File: src/rtl/game_timer_pkg.sv
// Shared types, BCD limits and preset conversion for the MM:SS countdown timer.
// Latency: n/a (types and elaboration-time helpers only).
// Backpressure: n/a.
package game_timer_pkg;

  // Controller state encoding, visible on the 2-bit state output
  typedef enum logic [1:0] {
    ST_IDLE  = 2'd0,
    ST_RUN   = 2'd1,
    ST_PAUSE = 2'd2,
    ST_DONE  = 2'd3
  } state_t;

  // BCD digit limits
  localparam logic [3:0] SEC_TENS_MAX = 4'd5;
  localparam logic [3:0] DIGIT_MAX    = 4'd9;
  localparam int         MIN_MAX      = 99;

  // Largest representable time, 99:59, expressed in seconds
  localparam int PRESET_MAX = (MIN_MAX + 1) * 60 - 1;

  // Packed MM:SS time, one nibble per BCD digit
  typedef struct packed {
    logic [3:0] min_tens;
    logic [3:0] min_ones;
    logic [3:0] sec_tens;
    logic [3:0] sec_ones;
  } bcd_time_t;

  // Convert a seconds count to MM:SS BCD; out-of-range inputs are clamped
  // so that a bad parameter cannot produce illegal digits.
  function automatic bcd_time_t preset_to_bcd(input int secs);
    int        clamped;
    int        mins;
    int        rem_s;
    bcd_time_t r;
    if (secs < 0) begin
      clamped = 0;
    end else if (secs > PRESET_MAX) begin
      clamped = PRESET_MAX;
    end else begin
      clamped = secs;
    end
    mins       = clamped / 60;
    rem_s      = clamped % 60;
    r.min_tens = 4'(mins / 10);
    r.min_ones = 4'(mins % 10);
    r.sec_tens = 4'(rem_s / 10);
    r.sec_ones = 4'(rem_s % 10);
    return r;
  endfunction

endpackage

File: src/rtl/bcd_mod_counter.sv
// Two-digit BCD counter, modulus 60 or 100, with load / decrement / increment.
// Latency: value updates on the edge after the control strobe; carry/borrow are combinational.
// Backpressure: none; strobes are plain enables, priority load > dec > inc.
module bcd_mod_counter
  import game_timer_pkg::*;
#(
  parameter int         MODULUS   = 60,
  parameter logic [7:0] RESET_VAL = 8'h00
) (
  input  logic       clk,
  input  logic       rst,
  input  logic       load,
  input  logic [7:0] load_val,
  input  logic       inc,
  input  logic       dec,
  output logic [7:0] value,
  output logic       carry,
  output logic       borrow
);

  // Tens digit ceiling: 5 for a seconds field, 9 for a minutes field
  localparam logic [3:0] TENS_MAX = (MODULUS == 60) ? SEC_TENS_MAX : DIGIT_MAX;

  logic [3:0] tens;
  logic [3:0] ones;
  logic       at_max;
  logic       at_zero;

  assign tens    = value[7:4];
  assign ones    = value[3:0];
  assign at_max  = (tens == TENS_MAX) && (ones == DIGIT_MAX);
  assign at_zero = (tens == 4'd0) && (ones == 4'd0);

  // Wrap indications only fire when that operation actually wins this cycle
  assign carry  = inc && !dec && !load && at_max;
  assign borrow = dec && !load && at_zero;

  // Digit register: reset / load / BCD decrement with borrow / BCD increment with wrap
  always_ff @(posedge clk) begin
    if (rst) begin
      value <= RESET_VAL;
    end else if (load) begin
      value <= load_val;
    end else if (dec) begin
      if (ones == 4'd0) begin
        value[3:0] <= DIGIT_MAX;
        value[7:4] <= (tens == 4'd0) ? TENS_MAX : tens - 4'd1;
      end else begin
        value[3:0] <= ones - 4'd1;
      end
    end else if (inc) begin
      if (ones == DIGIT_MAX) begin
        value[3:0] <= 4'd0;
        value[7:4] <= (tens == TENS_MAX) ? 4'd0 : tens + 4'd1;
      end else begin
        value[3:0] <= ones + 4'd1;
      end
    end
  end

endmodule

File: src/rtl/game_timer_ctrl.sv
// MM:SS countdown game timer: set, run, pause, alarm; BCD display outputs.
// Latency: every output reflects the causing input one clk edge later.
// Backpressure: none; tick and buttons are single-cycle enables, clear is a level.
module game_timer_ctrl
  import game_timer_pkg::*;
#(
  parameter int PRESET_SEC = 60
) (
  input  logic       clk,
  input  logic       rst,
  input  logic       tick,
  input  logic       start_btn,
  input  logic       clear,
  input  logic       inc_min,
  input  logic       inc_sec,
  output logic [3:0] sec_ones,
  output logic [3:0] sec_tens,
  output logic [3:0] min_ones,
  output logic [3:0] min_tens,
  output logic [1:0] state,
  output logic       alarm,
  output logic       done_pulse
);

  localparam bcd_time_t  PRESET_BCD = preset_to_bcd(PRESET_SEC);
  localparam logic [7:0] PRESET_SS  = {PRESET_BCD.sec_tens, PRESET_BCD.sec_ones};
  localparam logic [7:0] PRESET_MM  = {PRESET_BCD.min_tens, PRESET_BCD.min_ones};

  state_t     state_q;
  logic [7:0] sec_val;
  logic [7:0] min_val;
  logic       time_zero;
  logic       time_one;

  logic       reload;
  logic       sec_inc;
  logic       sec_dec;
  logic       min_inc;
  logic       min_dec;
  logic       sec_carry;
  logic       sec_borrow;
  logic       min_carry;
  logic       min_borrow;
  logic       unused_flags;

  assign time_zero = (sec_val == 8'h00) && (min_val == 8'h00);
  assign time_one  = (sec_val == 8'h01) && (min_val == 8'h00);

  // Minutes step down only when the seconds field wraps 00 -> 59
  assign min_dec = sec_borrow;

  // Seconds never carry into minutes, and minutes never borrow below 00
  // because RUN always leaves for DONE at 00:01.
  assign unused_flags = ^{sec_carry, min_carry, min_borrow};

  // Counter strobes, decoded with the same priority as the state register
  always_comb begin
    reload  = 1'b0;
    sec_inc = 1'b0;
    sec_dec = 1'b0;
    min_inc = 1'b0;
    if (clear) begin
      reload = 1'b1;
    end else if (start_btn) begin
      reload = (state_q == ST_DONE);
    end else if (state_q == ST_RUN) begin
      sec_dec = tick && !time_zero;
    end else if (state_q == ST_IDLE) begin
      sec_inc = inc_sec;
      min_inc = inc_min;
    end
  end

  bcd_mod_counter #(
    .MODULUS   (60),
    .RESET_VAL (PRESET_SS)
  ) u_sec (
    .clk      (clk),
    .rst      (rst),
    .load     (reload),
    .load_val (PRESET_SS),
    .inc      (sec_inc),
    .dec      (sec_dec),
    .value    (sec_val),
    .carry    (sec_carry),
    .borrow   (sec_borrow)
  );

  bcd_mod_counter #(
    .MODULUS   (100),
    .RESET_VAL (PRESET_MM)
  ) u_min (
    .clk      (clk),
    .rst      (rst),
    .load     (reload),
    .load_val (PRESET_MM),
    .inc      (min_inc),
    .dec      (min_dec),
    .value    (min_val),
    .carry    (min_carry),
    .borrow   (min_borrow)
  );

  // Controller FSM with registered alarm and done_pulse
  always_ff @(posedge clk) begin
    if (rst) begin
      state_q    <= ST_IDLE;
      alarm      <= 1'b0;
      done_pulse <= 1'b0;
    end else begin
      done_pulse <= 1'b0;
      if (clear) begin
        state_q <= ST_IDLE;
        alarm   <= 1'b0;
      end else if (start_btn) begin
        case (state_q)
          ST_IDLE: begin
            if (!time_zero) begin
              state_q <= ST_RUN;
            end
          end
          ST_RUN: begin
            state_q <= ST_PAUSE;
          end
          ST_PAUSE: begin
            state_q <= ST_RUN;
          end
          ST_DONE: begin
            state_q <= ST_IDLE;
            alarm   <= 1'b0;
          end
          default: begin
            state_q <= ST_IDLE;
            alarm   <= 1'b0;
          end
        endcase
      end else if ((state_q == ST_RUN) && tick && time_one) begin
        state_q    <= ST_DONE;
        alarm      <= 1'b1;
        done_pulse <= 1'b1;
      end
    end
  end

  assign state    = state_q;
  assign sec_ones = sec_val[3:0];
  assign sec_tens = sec_val[7:4];
  assign min_ones = min_val[3:0];
  assign min_tens = min_val[7:4];

endmodule

File: config.mk
export PLATFORM = sky130hd
export DESIGN_NAME = game_timer_ctrl
export DESIGN_NICKNAME = d
export VERILOG_FILES = /design/src/rtl/game_timer_pkg.sv /design/src/rtl/bcd_mod_counter.sv /design/src/rtl/game_timer_ctrl.sv
export SDC_FILE = /design/constraint.sdc
export NUM_CORES = 1
export LEC_CHECK = 0
export CORE_UTILIZATION = 54
export CTS_CLUSTER_SIZE = 40
export DETAILED_ROUTE_END_ITERATION = 16
export GPL_ROUTABILITY_DRIVEN = 0
export MAX_ROUTING_LAYER = met4
export PLACE_DENSITY = 0.8
export SYNTH_ARGS = -nofsm -noshare
export SYNTH_HDL_FRONTEND = slang
export SYNTH_HIERARCHICAL = 1
export SYNTH_SLANG_ARGS = --single-unit
File: constraint.sdc
create_clock -name clk -period 3.7 [get_ports clk]
set_input_delay 0.555 -clock clk [delete_from_list [all_inputs] [get_ports clk]]
set_output_delay 0.555 -clock clk [all_outputs]
set_load 0.02 [all_outputs]
# Word level (Yosys, flattened, before mapping)
# Index checks and enable logic that the tools add are counted.
# totals
reg_bits	20
latch_bits	0
ramBits	0
mem_bits_ro	0
input_bits	7
output_inout_bits	20
elab_cells	93
mem_count	0
# classes
n_addsub	8
mul	0
div	0
n_lt_le_gt_ge	0
eq_ne	12
shifts	0
muxes	37
bitwise_logic	0
n_reduce_logical	29
# ops
cell	n
two-way mux 4 bit	12
two-way mux 8 bit	4
two-way mux 1 bit	17
adder 4 x 1 -> 4 bit (second input constant)	4
logical NOT 4 bit	4
logical NOT 8 bit	2
subtractor 4 x 1 -> 4 bit (second input constant)	4
== test 4 bit (second input constant)	3
nonzero test 2 bit	5
== test 8 x 1 -> 1 bit (second input constant)	1
logical AND 1 bit	8
case mux 2 bit (4 select lines)	1
two-way mux 2 bit	3
AND reduction 3 bit	2
== test 2 bit (second input constant)	2
== test 4 x 3 -> 1 bit (second input constant)	1
inequality test 2 x 1 -> 1 bit (second input constant)	2
AND reduction 2 bit	2
OR reduction 2 bit	2
inequality test 3 bit (second input constant)	1
OR reduction 3 bit	1
== test 2 x 1 -> 1 bit (second input constant)	1
logical NOT 1 bit	2
logical NOT 2 bit	1
inequality test 2 bit (second input constant)	1

# Depth between registers and ports, before layout
# Gate-level depths: netlist of the first run.
# logic_depth
depth_word	11
ltp_mapped	12
ltp_nobuf	10

# Hierarchy
# Netlist of the first run, hierarchy kept.
# by_module_without_submodules
mod	instances	cells_per_inst	area_per_inst_um2
bcd_mod_counter at u_min	1	93	735.7
bcd_mod_counter at u_sec	1	91	703.2
game_timer_ctrl	1	33	301.5

# Worst setup path before layout of the first run
# OpenSTA, ideal clock, no wires.
# synth_timing
path_kind	reg-to-reg
from	register u_sec.value[1]
to	register u_min.value[7]
setup_time_ps	128
arrival_ps	3128
required_ps	3572
slack_ps	445
path_stages_with_launch	12
n_path_buf	1
synth_period_minus_slack_ps	3255
cell_sequence	dfxtp_1 -> or4_4 -> nor4_4 -> nand3_2 -> o2111a_1 -> buf_6 -> nand3_1 -> nor4_1 -> or3b_4 -> a21o_1 -> a2111oi_2 -> o32ai_1
# synth_between
elab_chain_len	11
word_cells_on_any_way	16
classes_between	eq/ne: 1; mux: 4; reduce/logical: 11
# synth_rtl
element	line	text
from (decl)	bcd_mod_counter.sv:16	output logic [7:0] value,
from (signal assigned)	bcd_mod_counter.sv:43	value <= load_val;
from (signal assigned)	bcd_mod_counter.sv:49	value[3:0] <= ones - 4'd1;
from (signal assigned)	bcd_mod_counter.sv:56	value[3:0] <= ones + 4'd1;
logical NOT 8 bit *	game_timer_ctrl.sv:46	assign time_zero = (sec_val == 8'h00) && (min_val == 8'h00);
logical AND 1 bit *	game_timer_ctrl.sv:46	
logical NOT 1 bit *	--	
logical AND 1 bit *	game_timer_ctrl.sv:67	sec_dec = tick && !time_zero;
two-way mux 1 bit *	game_timer_ctrl.sv:66	end else if (state_q == ST_RUN) begin
two-way mux 1 bit *	game_timer_ctrl.sv:64	end else if (start_btn) begin
two-way mux 1 bit *	game_timer_ctrl.sv:62	if (clear) begin
via sec_dec	game_timer_ctrl.sv:37	logic sec_dec;
logical AND 1 bit * (2 in a row)	bcd_mod_counter.sv:36	assign borrow = dec && !load && at_zero;
via min_dec	game_timer_ctrl.sv:39	logic min_dec;
inequality test 2 x 1 -> 1 bit (no line) / nonzero test 2 bit (equally long branches)	--	
AND reduction 3 bit (no line)	--	
to (signal assigned)	bcd_mod_counter.sv:43	
to (signal assigned)	bcd_mod_counter.sv:47	value[7:4] <= (tens == 4'd0) ? TENS_MAX : tens - 4'd1;
to (signal assigned)	bcd_mod_counter.sv:54	value[7:4] <= (tens == TENS_MAX) ? 4'd0 : tens + 4'd1;
to (decl)	bcd_mod_counter.sv:16	
# Mark *: on every way through the listed nets, which the timed path passes. The rest lies on a longest branch.
# A chain may end at the register's enable or synchronous reset.

# Worst setup path in the final report of the first run
# layout_timing
from	register u_sec.value[1]
to	register u_min.value[1]
# layout_between
elab_chain_len	10
word_cells_on_any_way	13
classes_between	mux: 4; reduce/logical: 9
# layout_rtl
element	line
logical NOT 8 bit *	game_timer_ctrl.sv:46
logical AND 1 bit *	game_timer_ctrl.sv:46
logical NOT 1 bit *	--
logical AND 1 bit *	game_timer_ctrl.sv:67
two-way mux 1 bit *	game_timer_ctrl.sv:66
two-way mux 1 bit *	game_timer_ctrl.sv:64
two-way mux 1 bit *	game_timer_ctrl.sv:62
via sec_dec	game_timer_ctrl.sv:37
logical AND 1 bit * (2 in a row)	bcd_mod_counter.sv:36
via min_dec	game_timer_ctrl.sv:39
two-way mux 8 bit / nonzero test 2 bit (equally long branches)	--
to (signal assigned)	bcd_mod_counter.sv:43
to (signal assigned)	bcd_mod_counter.sv:49
to (signal assigned)	bcd_mod_counter.sv:56
# Marked as above.

==> metrics.yaml, run 1 <==
fin_crit_sh_pct: 86.75
antenna_cells_inserted: 0
crit_type: "reg2reg"
reg2reg_slack_ns: 0.49
leakage_nw: 0.7372
syn_to_final_growth_pct: 21.47
core-area_mm2: 0.003028
pwr_density_cell_mw_per_mm2: 270.6
layout_common_cells: "clkdlybuf4s50_1 (26), nand2_1 (21), dfxtp_1 (20), conb_1 (16)"
min_path_type: "reg2reg"
synth_area_per_cell_um2: 8.094
grtUsageTotal_pct: 25.53
drc: 0
power_switching_uw: 192.5
rsz0062_at_grt: "false"
reg2reg_depth: 11
comb_power_share_pct: 29.2
r2r_start: "u_sec/value[1]"
vias: 1664
r2r-end: "u_min/value[1]"
drtPass1Iterations: 4
setup_violations: 0
setup_tns_ns: 0
min_from: "alarm"
ctsLongestPathBuffers: 2
fin_cells: 293
start_util_pct: 56.40
io_buffers: 26
clock_latency_ns: 0.31
cts_root_buffer: "clkbuf_4"
tritoncts: "yes"
synth_warnings: 6
outcome: "finished, final reports clean"
syn_inst: 211
nFillCells: 243
cts_made_buffers: 3
slew_headroom_pct: 61.39
avgRoutedWirePerCell_um: 13.19
hold_buffers: 0
routed_wl_mm: 3.864
crit_required_ns: 3.94
htree_levels: 1
syn-cell-area_mm2: 0.001708
multiInputGateArea_mm2: 0.001217
internal_power_uw: 368.8
cts_resized: 0
cp-start-kind: "register"
seqPwrFrac_pct: 46.7
dieArea_mm2: 0.003392
drtIter0Drc: 77
final_common_cell: "clkdlybuf4s50_1"
clock-sinks: 20
critPathMaxFanout: 17
fmaxAchievable_mhz: 311.5
ir_drop_mv: 0.1665
grt_pass1_vias: 1455
io_pins: 27
drtAntennaViolNets: 0
grt_pass1_wl_mm: 6.555
final_net_count: 257
avgViaCountPerCell: 5.679
num_rows: 20
finalCriticalPeriod_ns: 3.210
post-dp-hpwl_mm: 2.756
overflow: 0
die_w_um: 58.24
fin_hold_ws_ns: 0.5051
slew_viol_final: 0
drive_above_1_share_pct: 14.86
design_area_mm2: 0.002074
worst_pin_slew_ns: 0.5773
min_to: "alarm"
regArea_um2: 400.4
endpoint_kind: "register"
p_sw_share_pct: 34.29
skew_ns: 0.002095
clk_pin_slew_ns: 0.12
crit_arrival_ns: 3.45
cap_violations: 0
grt_max_degree: 26
dp_cells: 289
min_path_cells: 2
antenna_found_initial: 0
place_area_mm2: 0.002038
hold_viol_final: 0
post-cts-setup-buffers: 0
clkPwrFrac_pct: 24.2
die_h_um: 58.24
==> worst max-delay path, cell delays in order, from the launching register on <==
cell	delay [ns]
dfxtp_1	0.41
or4_4	0.58
nor4_4	0.16
nand3_2	0.17
o2111a_1	0.28
nand3_1	0.17
nor4_2	0.08
buf_4	0.21
nor2b_1	0.22
o21ai_0	0.13
mux4_2	0.49
a211oi_1	0.22
==> layer usage <==
metal | up-vias | wire [um] | track usage (%)
met2 | 26 | 1860 | 42.04
met5 | - | 0 | -
met1 | 788 | 1862 | 32.37
met3 | 5 | 95 | 2.009
li1 | 845 | - | -
met4 | 0 | 46 | 10.20
==> metrics by stage <==
| step | power (mW) | utilization [%] | setup WS [ns] |
|---|---|---|---|
| 2_1_floorplan | 0.3766 | - | 0.4541 |
| 3_3_place_gp | 0.4271 | 67.31 | 0.5408 |
| 3_5_place_dp | 0.4288 | 67.31 | 0.4788 |
| 4_1_cts | 0.5685 | 68.51 | 0.4919 |
| 5_1_grt | 0.5931 | 68.51 | 0.2754 |
| 6_report | 0.5613 | 68.51 | 0.4902 |
==> sequential cells by signal (all words and copies together), names as in the netlist <==
register / count
u_min/value: 8
u_sec/value: 8
state: 2
alarm: 1
done_pulse: 1
==> worst max path at each step <==
stage,startpoint,endpoint,slack (ns),depth (start not counted)
floorplan,u_sec/value[1],u_min/value[7],0.45,11
global placement,u_sec/value[1],u_min/value[1],0.54,11
detailed placement,clear,u_min/value[6],0.48,10
CTS,u_sec/value[1],u_min/value[1],0.49,11
global route,u_sec/value[1],u_min/value[1],0.28,11
finish,u_sec/value[1],u_min/value[1],0.49,11
==> power groups by stage <==
| stage | clock network, mW | registers, mW | logic [mW] |
|---|---|---|---|
| after global placement | 0 | 0.267 | 0.160 |
| after floorplan | 0 | 0.271 | 0.106 |
| final | 0.136 | 0.262 | 0.164 |
| after CTS | 0.144 | 0.262 | 0.163 |
| after global routing | 0.148 | 0.266 | 0.179 |
| after detailed placement | 0 | 0.267 | 0.162 |
==> cell type report <==
class,instances,area share [%]
sequential,20,19.30
tap,44,2.654
timing repair buffer,33,15.08
inverter,14,2.533
clock buffer,4,1.749
multi-input combinational,178,58.69
(Power assumes the default switching activity.)
==> run 2, diff against run 1 <==
- CORE_ASPECT_RATIO: unset -> 1.25
==> run 2 against run 1 <==
  * Routed wire length rose by 1.9%
  * Non-clock buffer count fell by 3
  * Count of clock-buffer cells in the layout did not move
  * Global-route usage fell by 0.35 points
  * Via count fell by 1.3%
  * Flip-flop and latch count did not move
  * Setup slack improved by 0.033 ns
  * Final cell count fell by 3.8%
  * Die area barely moved
  * Critical path type unchanged
==> metrics.yaml, run 2 (synthesis results as in run 1) <==
drc: 0
pwr_density_cell_mw_per_mm2: 269.6
drtIter0Drc: 58
post-cts-setup-buffers: 0
crit_family: "simple AND/OR/NAND/NOR gates"
setup_tns_ns: 0
vias: 1642
final_net_count: 254
grt_pass1_vias: 1414
overflow: 0
syn_to_final_growth_pct: 19.56
tritoncts: "yes"
core-area_mm2: 0.002973
min_path_type: "reg2reg"
htree_levels: 1
crit_buf_inv: 1
grt_max_degree: 26
setup_violations: 0
nFillCells: 251
post-dp-hpwl_mm: 2.781
drtPass1Iterations: 4
crit_required_ns: 3.91
avgRoutedWirePerCell_um: 13.96
grt_pass1_wl_mm: 6.430
slowest_delay_ns: 0.58
fin_cells: 282
num_rows: 22
outcome: "finished, final reports clean"
finalCriticalPeriod_ns: 3.177
cts_resized: 0
crit_chain: "or4_4, nor4_4, nand3_2, o2111a_1, nand3_1, nor4_2, buf_4, nor2b_1, o21ai_0, mux4_2, a211oi_1"
slowest_stage: "or4_4"
avgViaCountPerCell: 5.823
crit_type: "reg2reg"
cp-start-kind: "register"
die_h_um: 64.88
slew_viol_final: 0
ir_drop_mv: 0.1844
routed_wl_mm: 3.938
rsz0062_at_grt: "false"
cap_violations: 0
dieArea_mm2: 0.003393
skew_ns: 0.008181
worst_pin_slew_ns: 0.7873
dp_cells: 278
clock-sinks: 20
antenna_found_initial: 0
die_w_um: 52.30
antenna_cells_inserted: 0
power_uw: 550.5
clock_latency_ns: 0.30
critPathMaxFanout: 18
clk_pin_slew_ns: 0.12
drive_above_1_share_pct: 13.82
leakage_nw: 0.7218
final_common_cell: "clkdlybuf4s50_1"
drtAntennaViolNets: 0
fin_ws_ns: 0.5228
slew_headroom_pct: 47.35
cts_root_buffer: "clkbuf_4"
fin_crit_sh_pct: 85.87
io_pins: 27
endpoint_kind: "register"
fin_hold_ws_ns: 0.5329
grtUsageTotal_pct: 25.18
cts_made_buffers: 3
layout_common_cells: "clkdlybuf4s50_1 (26), nand2_1 (21), dfxtp_1 (20), conb_1 (16)"
hold_viol_final: 0
pre_cts_ws_ns: 0.4214
start_util_pct: 57.45
hold_buffers: 0
crit_arrival_ns: 3.39
ctsLongestPathBuffers: 2
io_buffers: 26
fmaxAchievable_mhz: 314.7
==> run 2: per-layer routing <==
layer	GRT usage (%)	share of wire (%)
met1	30.41	45
met5	-	0
met2	43.20	50
met4	7.895	1.1
met3	2.113	3.2
==> run 2: final cells by class <==
class | instances | area [um2] | area share (%)
Tap cell | 36 | 45.04 | 2.206
Sequential cell | 20 | 400.4 | 19.61
Clock buffer | 4 | 36.28 | 1.777
Timing Repair Buffer | 30 | 290.3 | 14.22
Inverter | 14 | 52.55 | 2.574
Multi-Input combinational cell | 178 | 1217 | 59.62
==> run 2: path summary, 6_finish.rpt <==
path                                     start              to  slack (ns)  depth (start not counted)
worst max register to register  u_sec/value[1]  u_min/value[1]        0.52                         11
worst min-delay path                     alarm           alarm        0.53                          2
worst max-delay path            u_sec/value[1]  u_min/value[1]        0.52                         11
worst min register to register           alarm           alarm        0.53                          2
==> run 2: tightest hold or removal path, cell delays in order (launching register included) <==
cell      delay [ns]
dfxtp_1         0.34
o211ai_1        0.08
o41ai_1         0.08
==> run 2: report_power, final <==
group          total (mW)  internal (mW)  switching (mW)
clock               0.128         0.0599          0.0680
combinational       0.155         0.0774          0.0777
sequential          0.267          0.229          0.0389
total               0.550          0.366           0.185
==> run 2: metrics by stage <==
step                      utilization, %  area (um2)
final                              68.69        2042
after detailed placement           67.47        2006
after global placement             67.47        2006
after floorplan                        -        1760
after global routing               68.69        2042
after CTS                          68.69        2042
==> run 3, diff against run 2 <==
- clock period: 3.7 -> 3.5 ns (I/O delays scaled with it)
==> run 3 against run 2 <==
  * Die area did not move
  * Non-clock buffer count rose by 7
  * Utilization rose by 1.3 points
==> metrics.yaml, run 3 (synthesis results as in run 1) <==
crit_arrival_ns: 3.39
skew_ns: 0.008118
setup_tns_ns: 0
drtAntennaViolNets: 0
crit_type: "reg2reg"
clk_pin_slew_ns: 0.12
slew_viol_final: 0
fin_ws_ns: 0.3246
avgRoutedWirePerCell_um: 14.02
critPathMaxFanout: 18
clock_latency_ns: 0.30
cts_resized: 0
nFillCells: 259
setup_violations: 0
drtPass1Iterations: 4
finish.utilization_pct: 69.99
finalCriticalPeriod_ns: 3.175
cts_made_buffers: 3
final_common_cell: "clkdlybuf4s50_1"
crit_required_ns: 3.72
r2r_start: "u_sec/value[3]"
cap_violations: 0
avgViaCountPerCell: 5.851
cts_root_buffer: "clkbuf_4"
grt_pass1_wl_mm: 6.796
ctsLongestPathBuffers: 2
pwr_density_cell_mw_per_mm2: 273.8
reg2reg_slack_ns: 0.32
final_net_count: 261
rsz0062_at_grt: "false"
post-dp-hpwl_mm: 2.863
clock-sinks: 20
num_rows: 22
min_from: "alarm"
start_util_pct: 57.45
grt_max_degree: 26
cp-start-kind: "register"
drive_above_1_share_pct: 15.87
grtUsageTotal_pct: 26.54
antenna_found_initial: 0
ir_drop_mv: 0.1853
htree_levels: 1
leakage_nw: 0.7508
core-area_mm2: 0.002973
hold_buffers: 0
io_pins: 27
layout_common_cells: "clkdlybuf4s50_1 (26), nand2_1 (21), dfxtp_1 (20), conb_1 (16)"
endpoint_kind: "register"
fin_crit_sh_pct: 90.73
pre_cts_ws_ns: 0.2988
cp-startpoint: "u_sec/value[3]"
place_area_mm2: 0.002058
outcome: "finished, final reports clean"
post-cts-setup-buffers: 0
die_h_um: 64.88
io_buffers: 26
vias: 1685
drtIter0Drc: 72
syn_to_final_growth_pct: 21.83
hold_viol_final: 0
die_w_um: 52.30
routed_wl_mm: 4.037
grt_pass1_vias: 1503
drc: 0
min_path_type: "reg2reg"
fmaxAchievable_mhz: 314.9
antenna_cells_inserted: 0
overflow: 0
tritoncts: "yes"
dieArea_mm2: 0.003393
design_area_mm2: 0.002081
## run 3: cell types whose count changed in the layout (fill, tap and decap cells not counted), sizes merged
cell	change
buf	+7
clkbuf	-1
## run 3: power by group
part	switching, mW	internal [mW]	leakage, nW
Clock	0.0739	0.0401	0.0138
Sequential	0.0275	0.242	0.165
Combinational	0.0978	0.0888	0.572
## run 3: cell type report
class | count | area [um2] | share of cell area (%)
timing repair buffer | 37 | 342.8 | 16.48
clock buffer | 3 | 22.52 | 1.082
sequential | 20 | 400.4 | 19.24
inverter | 14 | 52.55 | 2.526
multi-input combinational | 178 | 1217 | 58.51
tap | 36 | 45.04 | 2.165
## run 3: worst paths after layout
kind	cells after the start	to
min reg2reg	2	alarm
max	11	u_min/value[1]
max reg2reg	11	u_min/value[1]
min	2	alarm
## run 3: per-layer routing
metal	track usage [%]	part of all wire (%)
met1	32.43	44
met2	44.78	51
met3	2.582	3.6
met4	8.553	1.1
met5	-	0
## run 3: stage by stage
| stage | cells | hold WS (ns) | power [mW] |
|---|---|---|---|
| 6_report | 288 | 0.5323 | 0.5697 |
| 5_1_grt | 288 | 0.5443 | 0.6019 |
| 4_1_cts | 288 | 0.5275 | 0.5718 |
| 3_5_place_dp | 285 | 0.5022 | 0.4591 |
| 3_3_place_gp | 285 | 0.5238 | 0.4571 |
| 2_1_floorplan | 225 | 0.5668 | 0.3981 |
## run 3: worst max-delay path, stage by stage (launching register included)
cell and delay (ns):
dfxtp_1 0.40, or4_4 0.56, nor4_4 0.17, nand3_2 0.17, o2111a_1 0.29, nand3_1 0.16, nor4_2 0.07, buf_4 0.18
nor2b_1 0.24, o21ai_0 0.14, mux4_2 0.48, a211oi_1 0.23
